--- src/rtl/periodic_wave_scheduler_pkg.sv ---
// Shared FSM encoding and constants for the periodic wave scheduler.
package periodic_wave_scheduler_pkg;

  typedef enum logic {
    IDLE    = 1'b0,
    PENDING = 1'b1
  } cfg_state_e;

  localparam int DEFAULT_CYCLES_PER_MS = 50_000;
  localparam int MIN_PERIOD            = 2;

endpackage

--- src/rtl/periodic_wave_scheduler_wave_channel.sv ---
// One square-wave channel stepped by the shared millisecond tick.
// wave/rising_edge are registered from the next counter state, so they move one cycle after a tick.
module wave_channel #(
  parameter int PERIOD_WIDTH = 16
) (
  input  logic                    clock,
  input  logic                    reset,
  input  logic                    tick,
  input  logic                    load,
  input  logic [PERIOD_WIDTH-1:0] period,
  input  logic                    enable,
  output logic                    wave,
  output logic                    rising_edge
);

  logic [PERIOD_WIDTH-1:0] period_q;
  logic [PERIOD_WIDTH-1:0] period_d;
  logic                    enable_q;
  logic                    enable_d;
  logic [PERIOD_WIDTH-1:0] cnt_q;
  logic [PERIOD_WIDTH-1:0] cnt_d;
  logic                    wave_d;

  // A load only ever arrives in a tick cycle and replaces the advance with a phase restart.
  always_comb begin
    period_d = period_q;
    enable_d = enable_q;
    cnt_d    = cnt_q;
    if (load) begin
      period_d = period;
      enable_d = enable;
      cnt_d    = '0;
    end else if (!enable_q) begin
      cnt_d = '0;
    end else if (tick) begin
      cnt_d = (cnt_q == period_q - 1'b1) ? '0 : cnt_q + 1'b1;
    end
    wave_d = enable_d && (cnt_d >= (period_d >> 1));
  end

  always_ff @(posedge clock) begin
    if (reset) begin
      period_q    <= '0;
      enable_q    <= 1'b0;
      cnt_q       <= '0;
      wave        <= 1'b0;
      rising_edge <= 1'b0;
    end else begin
      period_q    <= period_d;
      enable_q    <= enable_d;
      cnt_q       <= cnt_d;
      wave        <= wave_d;
      rising_edge <= wave_d && !wave;
    end
  end

endmodule

--- src/rtl/periodic_wave_scheduler.sv ---
// Multi-channel square-wave scheduler sharing one millisecond prescaler.
// Config requests wait for the next tick_ms (up to CYCLES_PER_MS+1 cycles); cfg_ready is low meanwhile.
module periodic_wave_scheduler
  import periodic_wave_scheduler_pkg::*;
#(
  parameter int CHANNELS      = 4,
  parameter int CYCLES_PER_MS = DEFAULT_CYCLES_PER_MS,
  parameter int PERIOD_WIDTH  = 16,
  parameter int CH_WIDTH      = 2
) (
  input  logic                    clock,
  input  logic                    reset,
  input  logic                    cfg_valid,
  output logic                    cfg_ready,
  input  logic [CH_WIDTH-1:0]     cfg_channel,
  input  logic [PERIOD_WIDTH-1:0] cfg_period,
  input  logic                    cfg_enable,
  output logic                    cfg_error,
  output logic                    tick_ms,
  output logic [CHANNELS-1:0]     wave,
  output logic [CHANNELS-1:0]     rising_edge
);

  localparam int PRE_WIDTH = (CYCLES_PER_MS > 1) ? $clog2(CYCLES_PER_MS) : 1;
  localparam logic [PRE_WIDTH-1:0] PRE_LAST = PRE_WIDTH'(CYCLES_PER_MS - 1);

  typedef struct packed {
    logic [CH_WIDTH-1:0]     channel;
    logic [PERIOD_WIDTH-1:0] period;
    logic                    enable;
  } cfg_req_t;

  logic [PRE_WIDTH-1:0] pre_q;
  cfg_state_e           state_q;
  cfg_state_e           state_d;
  cfg_req_t             req_q;
  cfg_req_t             req_d;
  logic                 error_d;
  logic                 req_bad;
  logic                 load;

  assign tick_ms = (pre_q == PRE_LAST);

  always_ff @(posedge clock) begin
    if (reset) begin
      pre_q <= '0;
    end else begin
      pre_q <= tick_ms ? '0 : pre_q + 1'b1;
    end
  end

  assign cfg_ready = (state_q == IDLE);
  // A disable request carries no meaningful period, so only enables are range-checked.
  assign req_bad   = (32'(cfg_channel) >= CHANNELS) ||
                     (cfg_enable && (32'(cfg_period) < MIN_PERIOD));

  always_comb begin
    state_d = state_q;
    req_d   = req_q;
    error_d = 1'b0;
    load    = 1'b0;
    case (state_q)
      IDLE: begin
        if (cfg_valid) begin
          if (req_bad) begin
            error_d = 1'b1;
          end else begin
            req_d.channel = cfg_channel;
            req_d.period  = cfg_period;
            req_d.enable  = cfg_enable;
            state_d       = PENDING;
          end
        end
      end
      PENDING: begin
        if (tick_ms) begin
          load    = 1'b1;
          state_d = IDLE;
        end
      end
      default: state_d = IDLE;
    endcase
  end

  always_ff @(posedge clock) begin
    if (reset) begin
      state_q   <= IDLE;
      req_q     <= '0;
      cfg_error <= 1'b0;
    end else begin
      state_q   <= state_d;
      req_q     <= req_d;
      cfg_error <= error_d;
    end
  end

  for (genvar i = 0; i < CHANNELS; i++) begin : g_ch
    wave_channel #(
      .PERIOD_WIDTH(PERIOD_WIDTH)
    ) u_ch (
      .clock       (clock),
      .reset       (reset),
      .tick        (tick_ms),
      .load        (load && (req_q.channel == CH_WIDTH'(i))),
      .period      (req_q.period),
      .enable      (req_q.enable),
      .wave        (wave[i]),
      .rising_edge (rising_edge[i])
    );
  end

endmodule

--- config.mk ---
export PLATFORM = sky130hd
export DESIGN_NAME = periodic_wave_scheduler
export DESIGN_NICKNAME = d
export VERILOG_FILES = /design/src/rtl/periodic_wave_scheduler_pkg.sv /design/src/rtl/periodic_wave_scheduler_wave_channel.sv /design/src/rtl/periodic_wave_scheduler.sv
export SDC_FILE = /design/constraint.sdc
export NUM_CORES = 1
export LEC_CHECK = 0
export CAP_MARGIN = 15
export CORE_ASPECT_RATIO = 0.5
export CORE_MARGIN = 1
export CORE_UTILIZATION = 60
export CTS_BUF_LIST = sky130_fd_sc_hd__clkbuf_8
export CTS_CLUSTER_SIZE = 30
export DETAILED_ROUTE_END_ITERATION = 8
export PLACE_DENSITY = 0.83
export SLEW_MARGIN = 10
export SYNTH_ARGS = -nofsm -noshare
export SYNTH_HDL_FRONTEND = slang
export SYNTH_SLANG_ARGS = --single-unit
--- constraint.sdc ---
create_clock -name clock -period 10.6 [get_ports clock]
set_input_delay 3.18 -clock clock [delete_from_list [all_inputs] [get_ports clock]]
set_output_delay 3.18 -clock clock [all_outputs]
set_load 0.1 [all_outputs]
==> flow_metrics.py <==
metrics = {
    "status": {
        "status": "complete, no violations",
    },
    "routing": {
        "wl_per_cell_um": 18.59,
        "viasPerCell": 6.380,
        "route.detailed.drc": 0,
        "vias": 9845,
        "ant_nets": 0,
        "drtPass1Iterations": 7,
        "routed_wl_um": 28680,
        "drtIter0Drc": 766,
    },
    "global_routing": {
        "grt_pass1_wl_um": 46800,
        "antenna_found_initial": 1,
        "globalRouteTotalUtil": 0.3044,
        "grt_max_degree": 71,
        "first_global_vias": 9430,
        "grt_overflow": 0,
    },
    "yosys": {
        "synthFlopType": "dfxtp_1",
        "synth-edff-count": 0,
        "ys_seq_elements": 177,
        "synth.avg_cell_area_um2": 8.416,
        "yosys.area.top_type": "dfxtp_1",
        "yosys-top-cells-area": "dfxtp_1 (32%), mux2i_1 (8.1%), ha_1 (7.8%)",
        "synth_cell_type_count": 69,
        "netlist_instances": 1318,
        "synth_area_mm2": 0.01109,
        "synth_top_area_share": 0.3195,
        "yosysWarnings": 0,
        "synthArstFlopShare": 0,
        "synth_fp_nets": 1409,
        "yosysSeqAreaShare": 0.3195,
    },
    "sta": {
        "worst_pin_slew_ns": 1.108,
        "worst_slack_ns": 3.944,
        "setup_viol": 0,
        "hold_violations": 0,
        "fin_crit_ns": 6.656,
        "final.setup.tns_ns": 0,
        "holdWs_ns": 0.4585,
        "fmax_mhz": 150.2,
        "finClkSkew_ns": 0.02171,
        "finalCritPeriodShare": 0.6280,
        "slew_violations": 0,
        "slew_headroom": 0.2612,
        "rsz0062_at_grt": "false",
    },
    "critical_path": {
        "reg2reg_to": "g_ch[3].u_ch.wave",
        "r2r_slack_ns": 5.59,
        "cp_cell_sequence": "or4b_4 > nor4_1 > clkdlybuf4s50_1",
        "cp-end-kind": "primary output",
        "worstRegToRegCells": 17,
        "worst_ep_arrival_time_ns": 3.48,
        "crit_path_max_fanout": 6,
        "start_kind": "register",
        "path_class": "reg -> out",
        "cp_data_required_time_ns": 7.42,
        "cpPeakStageDelay_ns": 1.29,
        "critPathSlowestCell": "clkdlybuf4s50_1",
        "r2r-start": "g_ch[3].u_ch.period_q[0]",
    },
    "floorplanning": {
        "row_count": 34,
        "start_util": 0.6253,
        "core-area_mm2": 0.01774,
        "io-pin-count": 33,
        "die_h_um": 98.14,
        "die_w_um": 194.3,
        "dieArea_mm2": 0.01907,
    },
    "finish": {
        "syn_to_final_growth_pct": 7.005,
        "seq_area_mm2": 0.003543,
        "drive_gt1_frac": 0.05577,
        "antennaDiodeCount": 0,
        "multi_input_area_mm2": 0.007118,
        "layout_commonest_cell": "dfxtp_1",
        "finalNetCount": 1387,
        "fin_area_mm2": 0.01187,
        "mostFrequentLayoutCells": "dfxtp_1 (177), nor2_1 (160), nor3_1 (118)",
        "nFillCells": 1396,
        "fin_cells": 1543,
    },
    "worst_hold_path": {
        "holdPathStages": 1,
        "hold-path-endpoint": "pre_q[0]",
        "min_path_type": "reg -> reg",
        "worstHoldStart": "pre_q[0]",
    },
    "cts": {
        "ctsResizeCount": 0,
        "cts_root_buf": "clkbuf_8",
        "holdBufCountCts": 0,
        "cts_max_level": 4,
        "post_cts_buffers": 0,
        "clk_pin_slew_ns": 0.10,
        "clkLatencyLatePin_ns": 0.49,
        "cts_made_buffers": 17,
        "clock_sinks": 177,
        "cts_tree": "yes",
        "clockBufferDepth": 2,
    },
    "placed_design": {
        "dp.cells": 1511,
        "dp_slack_ns": 4.467,
        "gp_routability_congestion": 0.9275,
        "postPlaceCellArea_mm2": 0.01145,
        "dp_hpwl_um": 21030,
        "port_buffers": 32,
    },
    "power_and_ir_drop": {
        "clock_power_share": 0.402,
        "p_sw_frac": 0.2796,
        "p_leak_nw": 4.753,
        "seq_power_share": 0.568,
        "internal_power_mw": 0.8695,
        "powerDensity_mw_per_mm2": 101.7,
        "irDropWorstVdd_v": 0.00008161,
        "combPwrFrac": 0.030,
        "p_sw_mw": 0.3374,
    },
    "job": {
        "maxCapViolCount": 0,
    },
}
final cells by class:
| type | count | share of cell area |
|---|---|---|
| inverters | 25 | 0.007906 |
| multi-input cells | 1032 | 0.5997 |
| clock buffers | 17 | 0.01971 |
| flip-flops and latches | 177 | 0.2985 |
| well taps | 234 | 0.02467 |
| clock inverters | 15 | 0.01571 |
| repair buffers | 43 | 0.03373 |
power by group through the flow:
stage	Clock [mW]	Combinational [mW]	Sequential, mW
4_1_cts	0.489	0.0359	0.685
2_1_floorplan	0	0.0233	0.691
5_1_grt	0.519	0.0388	0.686
3_5_place_dp	0	0.0357	0.700
6_report	0.485	0.0362	0.685
3_3_place_gp	0	0.0345	0.700
how the worst max path moves through the flow:
stage	from	end	slack, ns	depth (start not counted)
3_3_place_gp	pre_q[6]	tick_ms	4.58	3
4_1_cts	pre_q[6]	tick_ms	3.94	3
2_1_floorplan	pre_q[6]	tick_ms	3.48	2
3_5_place_dp	pre_q[6]	tick_ms	4.47	3
5_1_grt	pre_q[0]	tick_ms	3.85	4
6_report	pre_q[6]	tick_ms	3.94	3
critical path: cells and delay by family, from the launching register on:
family / cells / cell delay, ns
buffers and inverters: 1 / 1.29
DFF: 1 / 0.43
and+or+nand+nor: 2 / 1.28
metrics by stage:
stage               total power, mW    util
floorplan                    0.7139       -
global placement             0.7346  0.6454
detailed placement           0.7356  0.6454
CTS                           1.210  0.6691
global route                  1.244  0.6691
finish                        1.207  0.6691
registers in the layout, summed over array words and instances (netlist names):
signal,flops
state_q,1
pre_q,16
g_ch.u_ch.rising_edge,4
g_ch.u_ch.enable_q,4
req_q,19
g_ch.u_ch.wave,4
g_ch.u_ch.period_q,64
g_ch.u_ch.cnt_q,64
cfg_error,1
routing by layer:
metal | part of all wire | track usage
met5 | 0 | 0
met4 | 0.018 | 0.09524
met3 | 0.075 | 0.05838
met2 | 0.46 | 0.5033
met1 | 0.45 | 0.4032
logic make-up after synthesis:
logic type / share of synthesized area
AO/OA/AOI/OAI: 0.09385
adder cells (fa/ha/maj): 0.07783
XOR/XNOR: 0.1113
flip-flops: 0.3195
AND/OR/NAND/NOR: 0.2705
multiplexers: 0.08629
buffers and inverters: 0.04072
cells in the mapped netlist, types with 10 or more instances:
cell	n
a211oi_1	11
a21oi_1	17
and3_1	15
buf_2	10
clkbuf_1	65
dfxtp_1	177
ha_1	69
inv_1	25
mux2i_1	90
nand2_1	64
nand2b_1	19
nand3_1	40
nand4_1	31
nor2_1	160
nor2b_1	14
nor3_1	118
nor4_1	36
o211ai_1	11
o21ai_0	36
or3_1	11
or4_1	11
xnor2_1	72
xor2_1	69
No activity file was read; power rests on OpenSTA's default activity.
